<file path="config.mk">
export PLATFORM = sky130hd
export DESIGN_NAME = ssd_scan_arbiter
export DESIGN_NICKNAME = d
export VERILOG_FILES = /design/src/rtl/ssd_scan_arbiter.sv
export SDC_FILE = /design/constraint.sdc
export NUM_CORES = 1
export LEC_CHECK = 0
export ABC_AREA = 1
export CORE_ASPECT_RATIO = 0.7
export CORE_MARGIN = 4
export CORE_UTILIZATION = 30
export DETAILED_ROUTE_END_ITERATION = 8
export PLACE_DENSITY = 0.47
export SYNTH_ARGS = -nofsm -noshare
export SYNTH_HDL_FRONTEND = slang
export SYNTH_SLANG_ARGS = --single-unit
</file>
<file path="constraint.sdc">
create_clock -name clk -period 4.1 [get_ports clk]
set_input_delay 0.82 -clock clk [delete_from_list [all_inputs] [get_ports clk]]
set_output_delay 0.82 -clock clk [all_outputs]
set_load 0.005 [all_outputs]
</file>
<file path="src/rtl/ssd_scan_arbiter.sv">
// rtl/ssd_scan_arbiter.sv - two-requester seven-segment display scan arbiter
//
// Purpose:
//   Shares one 8-digit multiplexed seven-segment display between two
//   requesters. A free-running prescaler produces a digit-scan tick. An
//   IDLE/OWN_A/OWN_B arbiter hands the display to a requester. The owner
//   keeps it for at least HOLD_TICKS scan ticks. After that the grant moves
//   round-robin, or drops to IDLE when nobody asks. The owner's 32-bit word
//   is latched into a frame buffer on entry and refreshed only at frame
//   boundaries, so a scan never mixes two values.
//
// Ports:
//   clk         in   system clock, all registers on rising edge
//   reset       in   synchronous active-low reset
//   req_a       in   requester A level request (wins ties from IDLE)
//   data_a      in   requester A hex digits, digit k = data_a[4k+3:4k]
//   req_b       in   requester B level request
//   data_b      in   requester B hex digits, same packing
//   grant_a     out  requester A owns the display
//   grant_b     out  requester B owns the display
//   ssdAnode    out  active-low digit enables (registered)
//   ssdCathode  out  active-low segments g..a (registered)
//   digit_sel   out  index of the digit currently being scanned

module ssd_scan_arbiter #(
  parameter int SCAN_DIV   = 12_500,
  parameter int HOLD_TICKS = 1_000
) (
  input  logic        clk,
  input  logic        reset,
  input  logic        req_a,
  input  logic [31:0] data_a,
  input  logic        req_b,
  input  logic [31:0] data_b,
  output logic        grant_a,
  output logic        grant_b,
  output logic [7:0]  ssdAnode,
  output logic [6:0]  ssdCathode,
  output logic [2:0]  digit_sel
);

  localparam int PW = (SCAN_DIV > 1) ? $clog2(SCAN_DIV) : 1;
  localparam int HW = (HOLD_TICKS > 0) ? $clog2(HOLD_TICKS + 1) : 1;
  localparam logic [PW-1:0] PRESC_LAST = PW'(SCAN_DIV - 1);
  localparam logic [HW-1:0] HOLD_MAX   = HW'(HOLD_TICKS);

  typedef enum logic [1:0] {
    S_IDLE  = 2'd0,
    S_OWN_A = 2'd1,
    S_OWN_B = 2'd2
  } state_e;

  // Active-low seven-segment decode, bit6 = g ... bit0 = a.
  function automatic logic [6:0] hex_seg(input logic [3:0] n);
    logic [6:0] s;
    case (n)
      4'h0:    s = 7'b1000000;
      4'h1:    s = 7'b1111001;
      4'h2:    s = 7'b0100100;
      4'h3:    s = 7'b0110000;
      4'h4:    s = 7'b0011001;
      4'h5:    s = 7'b0010010;
      4'h6:    s = 7'b0000010;
      4'h7:    s = 7'b1111000;
      4'h8:    s = 7'b0000000;
      4'h9:    s = 7'b0010000;
      4'hA:    s = 7'b0001000;
      4'hB:    s = 7'b0000011;
      4'hC:    s = 7'b1000110;
      4'hD:    s = 7'b0100001;
      4'hE:    s = 7'b0000110;
      default: s = 7'b0001110;
    endcase
    return s;
  endfunction

  state_e        state_q,   state_d;
  logic [PW-1:0] presc_q,   presc_d;
  logic [2:0]    digit_q,   digit_d;
  logic [HW-1:0] hold_q,    hold_d;
  logic [31:0]   fbuf_q,    fbuf_d;
  logic          grant_a_q, grant_a_d;
  logic          grant_b_q, grant_b_d;
  logic [7:0]    anode_q,   anode_d;
  logic [6:0]    cathode_q, cathode_d;

  logic       tick;
  logic       frame_end;
  logic       hold_done;
  logic       entering;
  logic       owning;
  logic [3:0] cur_nibble;

  assign tick      = (presc_q == PRESC_LAST);
  assign frame_end = tick && (digit_q == 3'd7);
  assign hold_done = (hold_q == HOLD_MAX);

  // Scan timebase: runs regardless of arbitration state.
  always_comb begin
    presc_d = presc_q + PW'(1);
    digit_d = digit_q;
    if (tick) begin
      presc_d = '0;
      digit_d = digit_q + 3'd1;
    end
  end

  // Arbitration. Once the hold time is served the other requester always
  // wins if it is asking, which gives round-robin under contention.
  always_comb begin
    state_d = state_q;
    case (state_q)
      S_IDLE: begin
        if (req_a)      state_d = S_OWN_A;
        else if (req_b) state_d = S_OWN_B;
      end
      S_OWN_A: begin
        if (hold_done) begin
          if (req_b)       state_d = S_OWN_B;
          else if (!req_a) state_d = S_IDLE;
        end
      end
      S_OWN_B: begin
        if (hold_done) begin
          if (req_a)       state_d = S_OWN_A;
          else if (!req_b) state_d = S_IDLE;
        end
      end
      default: state_d = S_IDLE;
    endcase
  end

  assign entering = (state_d != state_q) && (state_d != S_IDLE);

  // Hold counter and frame buffer. A new owner's data is captured on the
  // entry edge so the very first scanned digit already shows it; after that
  // the buffer only refreshes when digit 7 hands over to digit 0.
  always_comb begin
    hold_d = hold_q;
    fbuf_d = fbuf_q;
    if (entering) begin
      hold_d = '0;
      fbuf_d = (state_d == S_OWN_A) ? data_a : data_b;
    end else if (state_d == S_IDLE) begin
      hold_d = '0;
    end else begin
      if (tick && !hold_done) hold_d = hold_q + HW'(1);
      if (frame_end)          fbuf_d = (state_q == S_OWN_A) ? data_a : data_b;
    end
  end

  // Grants track the state register exactly: decode the next state so the
  // registered grant changes on the same edge as the state.
  always_comb begin
    grant_a_d = (state_d == S_OWN_A);
    grant_b_d = (state_d == S_OWN_B);
  end

  // Display drive, one clock behind digit select and frame buffer.
  assign owning     = (state_q != S_IDLE);
  assign cur_nibble = fbuf_q[{digit_q, 2'b00} +: 4];

  always_comb begin
    anode_d   = 8'hFF;
    cathode_d = 7'h7F;
    if (owning) begin
      anode_d   = ~(8'd1 << digit_q);
      cathode_d = hex_seg(cur_nibble);
    end
  end

  always_ff @(posedge clk) begin
    if (!reset) begin
      state_q   <= S_IDLE;
      presc_q   <= '0;
      digit_q   <= '0;
      hold_q    <= '0;
      fbuf_q    <= '0;
      grant_a_q <= 1'b0;
      grant_b_q <= 1'b0;
      anode_q   <= 8'hFF;
      cathode_q <= 7'h7F;
    end else begin
      state_q   <= state_d;
      presc_q   <= presc_d;
      digit_q   <= digit_d;
      hold_q    <= hold_d;
      fbuf_q    <= fbuf_d;
      grant_a_q <= grant_a_d;
      grant_b_q <= grant_b_d;
      anode_q   <= anode_d;
      cathode_q <= cathode_d;
    end
  end

  assign grant_a    = grant_a_q;
  assign grant_b    = grant_b_q;
  assign ssdAnode   = anode_q;
  assign ssdCathode = cathode_q;
  assign digit_sel  = digit_q;

endmodule

</file>
Yosys cells after proc, flatten, opt, wreduce, memory -nomap -nowiden:

Memory sizes are Yosys's and may differ from the RTL's. A register that Yosys moved wholly into a read port is not among the register bits.
Cells that the tools add are included.

* flip-flop bits (word level): 71
* ROM bits: 112
* bits of input ports: 68
* output and inout port bits: 20
* word-level logic and storage cells: 53
* memories: 1

* add/subtract/negate cells: 3
* equal/unequal tests: 9
* shift-type cells: 2
* muxes and demuxes: 14
* bitwise logic cells: 2
* reduce and logical (&&, ||, !) cells: 14

Memory list
* (name not given): depth 16, bits a word 7, read ports 1, clocked after Yosys merged registers in 1, wr ports 0, RTL line 56 `case (n)`

Operators by type and width (count)
* $mux W32: 5
* $shiftx A32 B6 Y4: 1
* $mux W2: 8
* $add A14 B1 Y14 const B: 1
* $eq A14 B14 Y1 const B: 1
* $add A10 B1 Y10 const B: 1
* $eq A10 B10 Y1 const B: 1
* $not A8 Y8: 1
* $shl A1 B3 Y8 const A: 1
* $pmux W2 S3: 1
* $reduce_bool A2 Y1: 3
* $eq A2 B1 Y1 const B: 2
* $eq A2 B2 Y1 const B: 2
* $logic_not A2 Y1: 2
* $reduce_and A2 Y1: 2
* $add A3 B1 Y3 const B: 1
* $eq A3 B3 Y1 const B: 1
* $logic_and A1 B1 Y1: 3
* $reduce_or A3 Y1: 1
* $logic_not A1 Y1: 2
* $ne A2 B2 Y1: 1
* $ne A2 B2 Y1 const B: 1
* $reduce_or A2 Y1: 1
* $not A1 Y1: 1

Logic depth before layout (Yosys ltp):

Gate-level depths: netlist (run 1).

* word-level depth: 8
* depth in mapped cells: 15
* depth with buffers taken out: 14

Worst setup path before layout (run 1):

OpenSTA, ideal clock, no wires.

* path kind: register to register
* start: register digit_q[0], in the netlist digit_sel[0]
* end: register cathode_q[5], in the netlist ssdCathode[5]
* library setup time: 0.133 ns
* arrival time: 2.034 ns
* data required time: 3.967 ns
* setup slack: 1.933 ns
* cell stages (with the launch flop): 12
* buffers on the path: 1
* period minus slack after synthesis: 2.167 ns
* path through: dfxtp_1 > buf_2 > clkinv_1 > o21ai_0 > nand2_1 > o21ai_0 > inv_1 > ha_1 > nand2_1 > o21ai_0 > nand2_1 > nand3_1

* cells in the longest elaborated chain, start to end: 1

Ends and longest elaborated chain
* from (decl): RTL line 79 `logic [2:0] digit_q, digit_d;`
* from (signal assigned): RTL line 186 `digit_q <= digit_d;`
* $shiftx A32 B6 Y4: RTL line 161 `assign cur_nibble = fbuf_q[{digit_q, 2'b00} +: 4];`
* to (decl): RTL line 85 `logic [6:0] cathode_q, cathode_d;`

Every way passes these cells.
A chain may end at the register's enable or synchronous reset.

Worst setup path in the final report (run 1):

* start: register hold_q[0]
* end: register hold_q[9]

* cells in the longest elaborated chain, start to end: 6
* elaborated cells on any way between the ends: 12
* those cells by class: 1 x add/sub; 2 x eq/ne; 3 x mux; 6 x reduce/logical

Ends and longest elaborated chain
* from (decl): RTL line 80 `logic [HW-1:0] hold_q, hold_d;`
* from (signal assigned): RTL line 187 `hold_q <= hold_d;`
* $eq A10 B10 Y1: RTL line 96 `assign hold_done = (hold_q == HOLD_MAX);`
* $mux W2 (on tied branches): RTL line 124, 118
* $pmux W2 S3: RTL line 112 `case (state_q)`
* $ne A2 B2 Y1 or $reduce_bool A2 Y1 (tied branches): RTL line 133 `assign entering = (state_d != state_q) && (state_d != S_IDLE);`
* $logic_and A1 B1 Y1: RTL line 133
* $reduce_or A3 Y1 (no line)

Several ways; a longest one is shown, not always the timed one.

==> results of run 1 <==
==> worst max-delay path by stage <==
stage | depth (start not counted) | startpoint | slack (ns) | to
final | 11 | hold_q[0] | 1.03 | hold_q[9]
after global routing | 11 | hold_q[0] | 0.58 | hold_q[3]
after CTS | 11 | hold_q[0] | 0.94 | hold_q[9]
after detailed placement | 8 | req_a | 0.66 | hold_q[2]
after global placement | 8 | req_a | 0.67 | hold_q[5]
after floorplan | 11 | digit_sel[0] | 1.93 | ssdCathode[5]
==> metrics by stage <==
step | cell area [um2] | setup slack (ns) | std cells | total power [mW] | hold WS [ns]
3_5_place_dp | 6120 | 0.657 | 1147 | 1.46 | 0.436
3_3_place_gp | 6120 | 0.666 | 1147 | 1.47 | 0.430
6_report | 6400 | 1.03 | 1163 | 2.18 | 0.449
4_1_cts | 6400 | 0.943 | 1163 | 2.22 | 0.450
2_1_floorplan | 5110 | 1.93 | 869 | 1.28 | 0.418
5_1_grt | 6400 | 0.584 | 1163 | 2.34 | 0.473
==> layout make-up <==
class / instances / area share [%]
Inverter: 141 / 8.27
Clock inverter: 6 / 0.587
Multi-Input combinational cell: 610 / 44.3
Sequential cell: 78 / 24.4
Tap cell: 225 / 4.40
Timing Repair Buffer: 93 / 14.3
Clock buffer: 10 / 3.74
==> flip-flops by register name, indices dropped and copies added, names as in the netlist <==
name / count
state_q: 2
digit_sel: 3
ssdAnode: 8
grant_b: 1
ssdCathode: 7
fbuf_q: 32
grant_a: 1
hold_q: 10
presc_q: 14
==> power groups by stage <==
stage	Combinational, mW	Sequential (mW)	Clock [mW]
6_report	0.594	0.847	0.740
5_1_grt	0.690	0.854	0.800
4_1_cts	0.603	0.847	0.769
3_5_place_dp	0.599	0.864	0
3_3_place_gp	0.603	0.864	0
2_1_floorplan	0.423	0.856	0
==> critical path, stage by stage (launching register included) <==
cell,delay (ns)
dfxtp_1,0.41
inv_1,0.10
ha_1,0.23
inv_1,0.06
nor2_1,0.05
nand3_1,0.18
nand2_1,0.12
nand2_4,0.36
nand2_1,0.13
inv_1,0.76
nand3_2,0.38
a21oi_1,0.21
==> placed cells by master (no fill, tap or decap), types with 2 or more instances in the layout <==
master,synthesis,routed
clkinv_1,3,3
o211ai_1,7,7
nor3_1,12,12
nand2_1,269,269
nor4_1,2,2
clkinv_2,0,3
xnor2_1,2,2
nand4_1,7,7
ha_1,15,15
nor3b_1,2,2
inv_1,137,137
buf_4,1,6
nand2_4,4,4
o21ai_0,53,53
xor2_1,10,10
nor2_1,99,98
dfxtp_1,78,78
a21oi_1,27,27
clkinvlp_4,0,3
nand3_1,96,96
clkdlybuf4s50_1,0,87
clkbuf_16,0,9
a211oi_1,2,2
==> cell families after synthesis <==
kind of cell	count (synthesis)	synth area share, %
AOI/OAI and AO/OA	90	9.33
xor gates and xnor gates	12	2.06
adders and majority gates	15	3.67
buffers and inverters	181	14.2
DFF	78	30.6
and+or+nand+nor	493	40.2
==> routing by layer <==
layer	track usage [%]	wire length (um)	vias up
met2	20.7	5110	81
met1	23.0	7880	2092
met4	3.30	144	0
met3	3.43	637	12
li1	-	-	2808
met5	0	0	-
==> metrics, run 1 <==
cts hold-fix bufs 0; Slew @ Worst Pin 1.04 ns; grt ovf 0; Hold EP presc_q[0]; Leak Pwr 2.97 nW; share of cells above drive strength 1 3.30%; synth unique cells 27; chip width 164 um; post-layout util 38.8%; clock sinks 78; core footprint 0.0165 mm2; count leader, synth nand2_1; Final Cycle Share 74.9%; routability cong. 0.828; DR DRC count 0; switch share 32.3%; fmax 326 MHz; Psw 706 uW; max-cap violations 0; hold crit path type reg -> reg; register area 0.00156 mm2; critical path class reg -> reg; RSZ-0062 raised after global routing false; Seq/Total Area, Yosys 30.6%; Worst Clk Skew 0.00659 ns; ys flop type dfxtp_1; area of the multi-input gates 0.00283 mm2; crit path max fanout 35; Num CTS Buffers 9; combinational power share 27.2%; peak supply drop 0.000183 V; part of the power in the clock network 33.9%; largest net degree at the start of global routing 66; pwr/cell area 341 mW/mm2; Flop pwr share 38.8%; clock slew at reported path FFs 0.06 ns; Clock Path Buffers 2; drt first pass iters 4; final HPWL from detailed placement 9850 um; Syn. warnings 0; Synth area leader dfxtp_1; WL per Instance 11.8 um; Setup violations, final 0; CP Launch Type flop; Synth top cells by count 269 x nand2_1, 137 x inv_1, 99 x nor2_1; clock root buffer master clkbuf_16; FF+latch count, synth 78; WHS Path Cells 1; DR vias/cell 4.29; # diodes 0; TritonCTS clock tree yes; PostCTS Resize Cnt 0; R2R Setup Slk 1.03 ns; P_int 1.48 mW; Synth Net Count 952; Avg Inst Size Synth 5.88 um2; crit path time final 3.07 ns; first-pass GRT wire length 23100 um; Vias 4993; DRT antenna net count 0; worst hold start presc_q[0]; cell count after synthesis 869; crit end category flop; r2r startpoint hold_q[0]; Post-synth EDFFs 0; share of the synthesized area in the top cell type 30.6%; Iteration-0 DRC Markers 304; initial antenna violation count 0; outcome finished clean; WP data arrival 3.33 ns; synthesized area 0.00511 mm2; synth top area cells dfxtp_1 31%, nand2_1 20%, inv_1 10%, nand3_1 9.4%, nor2_1 7.3%; Post-Route WL 13800 um; P&R area growth vs syn 25.2%; setup TNS 0 ns; I/O Pins 88; Total GRT Usage 14.8%; ys async rst share 0%; R2R Path End hold_q[9]; die area 0.0192 mm2; final hold vios 0; I/O Buffers 87; Reg2Reg Depth 11; Final Net Count 1016; required time of the worst setup path 4.36 ns; Initial Util 31.0%; vias in the first global route 4491; H-tree Lvls 3; # rows 39; post-CTS setup buffers 0; Slew headroom 30.8%; Die H 117 um; Skew-Pair Late Insertion Delay 0.33 ns; filler instances 1835; Pins Over Slew Limit 0
Note: power is estimated with default switching activity, not from simulation.
==> run 2, diff against run 1 <==
- PLACE_DENSITY: 0.47 -> 0.49
- clock period: 4.1 -> 2.7 ns (I/O delays scaled with it)
==> metrics, run 2 (synthesis results as in run 1) <==
die area 0.0192 mm2; most frequent cells in the layout 269 x nand2_1, 137 x inv_1, 98 x nor2_1; share of cells above drive strength 1 4.52%; first-pass GRT wire length 22900 um; final hold vios 0; crit path from digit_sel[1]; crit path max fanout 9; vias in the first global route 4577; post-placement cell count 1160; cts hold-fix bufs 0; Num CTS Buffers 9; design area 0.00650 mm2; Pins Over Slew Limit 0; clock slew at reported path FFs 0.07 ns; grt ovf 0; Worst Clk Skew 0.0138 ns; P_int 2.25 mW; max FFs per register 32; Flop pwr share 38.7%; Setup violations, final 0; fmax 448 MHz; clock sinks 78; Psw 1.07 mW; Top cell by count, worst path o21ai_0; drt first pass iters 4; critical path class reg -> reg; Design Power 3.32 mW; RSZ-0062 raised after global routing false; filler instances 1888; crit end category flop; Iteration-0 DRC Markers 257; part of the power in the clock network 33.0%; hold crit path type reg -> reg; Post-Route WL 13800 um; PostCTS Resize Cnt 0; Layout Cells excl Fill 1176; Clock Path Buffers 2; initial antenna violation count 0; biggest regs fbuf_q (32), presc_q (14), hold_q (10); register area 0.00156 mm2; CP Launch Type flop; most common cell after layout, fill and taps aside nand2_1; cell family contributing the most delay on the critical path compound AO/OA/AOI/OAI gates; DR vias/cell 4.32; Skew-Pair Late Insertion Delay 0.34 ns; setup TNS 0 ns; outcome finished clean; Final Net Count 1029; WP data arrival 2.44 ns; Most flops, register fbuf_q; combinational power share 28.3%; DR DRC count 0; worst hold start presc_q[0]; max-cap violations 0; # diodes 0; clock root buffer master clkbuf_16; Die H 117 um; Total GRT Usage 14.6%; post-CTS setup buffers 0; WP buf/inv 2; chip width 164 um; I/O Buffers 87; r2r startpoint digit_sel[1]; required time of the worst setup path 2.91 ns; Slew @ Worst Pin 0.556 ns; Cell Chain, Critical Path clkinv_1 -> a21oi_1 -> o21ai_0 -> nand2_1 -> nand2_1 -> o21ai_0 -> inv_1 -> ha_1 -> nor2_1 -> o21ai_0 -> nand3_1; Fin Hold WS 0.454 ns; Slowest-stage cell, CP dfxtp_1; Leak Pwr 3.04 nW; Vias 5085; largest net degree at the start of global routing 65; Placement Cell Area 0.00623 mm2; core footprint 0.0165 mm2; H-tree Lvls 3; pwr/cell area 511 mW/mm2; max incr delay on CP 0.46 ns; I/O Pins 88; crit path time final 2.23 ns; final HPWL from detailed placement 10100 um; P&R area growth vs syn 27.2%; # rows 39; WL per Instance 11.8 um; DRT antenna net count 0; peak supply drop 0.000265 V; Slew headroom 62.9%; TritonCTS clock tree yes; routability cong. 0.832; area of the multi-input gates 0.00283 mm2; Final Cycle Share 82.7%; Initial Util 31.0%; switch share 32.3%
run 2: per-layer routing:
metal / track usage [%] / part of all wire (%) / wire length (um)
met1: 22.9 / 56 / 7710
met2: 20.1 / 39 / 5340
met3: 3.15 / 4.8 / 665
met4: 3.18 / 0.92 / 127
met5: 0 / 0 / 0
run 2: through the flow:
| step | util [%] | setup WS [ns] |
|---|---|---|
| floorplan | - | 0.533 |
| global placement | 37.8 | 0.392 |
| detailed placement | 37.8 | 0.373 |
| CTS | 39.4 | 0.451 |
| global route | 39.4 | 0.0304 |
| finish | 39.4 | 0.466 |
run 2: final timing paths:
| check | endpoint | slack (ns) | cells after the start |
|---|---|---|---|
| setup / recovery | ssdCathode[3] | 0.47 | 11 |
| hold reg to reg | presc_q[0] | 0.45 | 1 |
| setup reg to reg | ssdCathode[3] | 0.47 | 11 |
| hold / removal | presc_q[0] | 0.45 | 1 |
run 2: worst register-to-register path, stage by stage (launching register included):
cell      delay, ns
dfxtp_1        0.46
clkinv_1       0.31
a21oi_1        0.19
o21ai_0        0.10
nand2_1        0.06
nand2_1        0.04
o21ai_0        0.13
inv_1          0.17
ha_1           0.33
nor2_1         0.05
o21ai_0        0.17
nand3_1        0.08
run 2: power groups by stage:
stage | Combinational [mW] | Sequential [mW] | Clock [mW]
floorplan | 0.642 | 1.30 | 0
global placement | 0.949 | 1.31 | 0
detailed placement | 0.947 | 1.31 | 0
CTS | 0.952 | 1.29 | 1.14
global route | 1.09 | 1.30 | 1.18
finish | 0.940 | 1.29 | 1.09
run 2: final cells by class:
| cell class | count | share of cell area (%) |
|---|---|---|
| Clock buffer | 10 | 3.52 |
| Clock inverter | 6 | 0.597 |
| Inverter | 141 | 8.15 |
| Multi-Input combinational cell | 610 | 43.6 |
| Sequential cell | 78 | 24.0 |
| Tap cell | 225 | 4.33 |
| Timing Repair Buffer | 106 | 15.8 |
==> run 3, diff against run 2 <==
- clock period: 2.7 -> 1.8 ns (I/O delays scaled with it)
==> metrics, run 3 (synthesis results as in run 1) <==
crit path time final 1.96 ns; setup TNS -4.33 ns; core footprint 0.0165 mm2; failing checks setup timing; max-cap violations 0; Slew @ Worst Pin 0.372 ns; Initial Util 31.0%; critical path class reg -> reg; DRT antenna net count 0; die area 0.0192 mm2; Pins Over Slew Limit 0; I/O Pins 88; PnR worst setup slack -0.156 ns; part of the power in the clock network 33.6%; Design Power 5.83 mW; Vias 5476; DR DRC count 0; WP data arrival 2.19 ns; outcome finished, violations left; share of cells above drive strength 1 19.4%; P&R area growth vs syn 51.3%; # diodes 0; Most flops, register fbuf_q; max FFs per register 32; Die H 117 um; H-tree Lvls 3; chip width 164 um; Clock Path Buffers 2; grt ovf 0; CP Launch Type flop; area of the multi-input gates 0.00316 mm2; P_int 4.03 mW; Fin Hold WS 0.448 ns; Num CTS Buffers 9; DR vias/cell 4.37; WL per Instance 12.6 um; required time of the worst setup path 2.03 ns; Final Net Count 1106; most common cell after layout, fill and taps aside nand2_1; Skew-Pair Late Insertion Delay 0.34 ns; Final Cycle Share 109%; clock root buffer master clkbuf_16; biggest regs fbuf_q (32), presc_q (14), hold_q (10); first-pass GRT wire length 25100 um; final hold vios 0; Iteration-0 DRC Markers 318; # rows 39; filler instances 1737; I/O Buffers 87; Post-Route WL 15800 um; Flop pwr share 33.1%; Psw 1.80 mW; TritonCTS clock tree yes; combinational power share 33.2%; crit end category flop; cts hold-fix bufs 0; Slew headroom 75.2%; vias in the first global route 4957; pwr/cell area 754 mW/mm2; switch share 30.9%; RSZ-0062 raised after global routing true; Leak Pwr 3.62 nW; hold crit path type reg -> reg; most frequent cells in the layout 240 x nand2_1, 130 x inv_1, 89 x nand3_1; final HPWL from detailed placement 11500 um; routability cong. 0.845; fmax 511 MHz; drt first pass iters 5; register area 0.00158 mm2; initial antenna violation count 0; largest net degree at the start of global routing 57; clock sinks 78; Total GRT Usage 16.2%; Worst Clk Skew 0.00618 ns; clock slew at reported path FFs 0.06 ns; peak supply drop 0.000414 V; crit path max fanout 6; Setup violations, final 42
## run 3: routing by layer
metal  track usage, %  share of wire [%]
met3             3.29                4.7
met2             22.3                 38
met1             25.9                 56
met4             3.18               0.60
met5                0                  0
## run 3: worst paths after layout
| path | start | to | slack (ns) | depth (start not counted) |
|---|---|---|---|---|
| max | hold_q[0] | fbuf_q[25] | -0.16 | 16 |
| min | presc_q[0] | presc_q[0] | 0.45 | 1 |
| max reg2reg | hold_q[0] | fbuf_q[25] | -0.16 | 16 |
| min reg2reg | presc_q[0] | presc_q[0] | 0.45 | 1 |
## run 3: per-stage QoR
step	instance area (um2)	util (%)	instances	setup slack [ns]
2_1_floorplan	5130	-	869	0.00412
3_3_place_gp	6720	40.7	1212	-0.383
3_5_place_dp	6720	40.7	1212	-0.338
5_1_grt	7730	46.9	1253	-0.248
4_1_cts	7430	45.0	1247	-0.165
6_report	7730	46.9	1253	-0.156
## run 3: timing repair
action	4_1_cts	5_1_grt
setup endpoints to repair	53	62
endpoints found under the hold margin	0	0
cloned	2	3
gates resized for setup	56	70
pin swaps	16	43
setup buffers	18	5
## run 3: area by class of cell
cell class / count / area share, %
clock buffer: 13 / 3.24
clock inverter: 3 / 0.874
inverter: 141 / 6.91
multi-input combinational: 610 / 40.8
sequential: 78 / 20.4
tap: 225 / 3.64
timing repair buffer: 183 / 24.2
## run 3: power groups by stage
stage | sequential [mW] | clock, mW | combinational [mW]
2_1_floorplan | 1.95 | 0 | 0.969
3_3_place_gp | 1.97 | 0 | 1.58
3_5_place_dp | 1.97 | 0 | 1.57
4_1_cts | 1.93 | 2.01 | 1.77
5_1_grt | 1.95 | 2.07 | 2.16
6_report | 1.93 | 1.96 | 1.94
## run 3: critical path, stage by stage, from the launching register on
cell       delay [ns]
dfxtp_2          0.32
inv_2            0.07
ha_4             0.14
inv_2            0.04
nor2_4           0.15
nand3_4          0.10
buf_6            0.13
nor2_4           0.08
nor2_2           0.06
nor2_2           0.15
nand2_4          0.10
nand2_8          0.10
buf_8            0.13
clkbuf_16        0.15
nand2_2          0.04
nand2_1          0.05
nor2_1           0.04
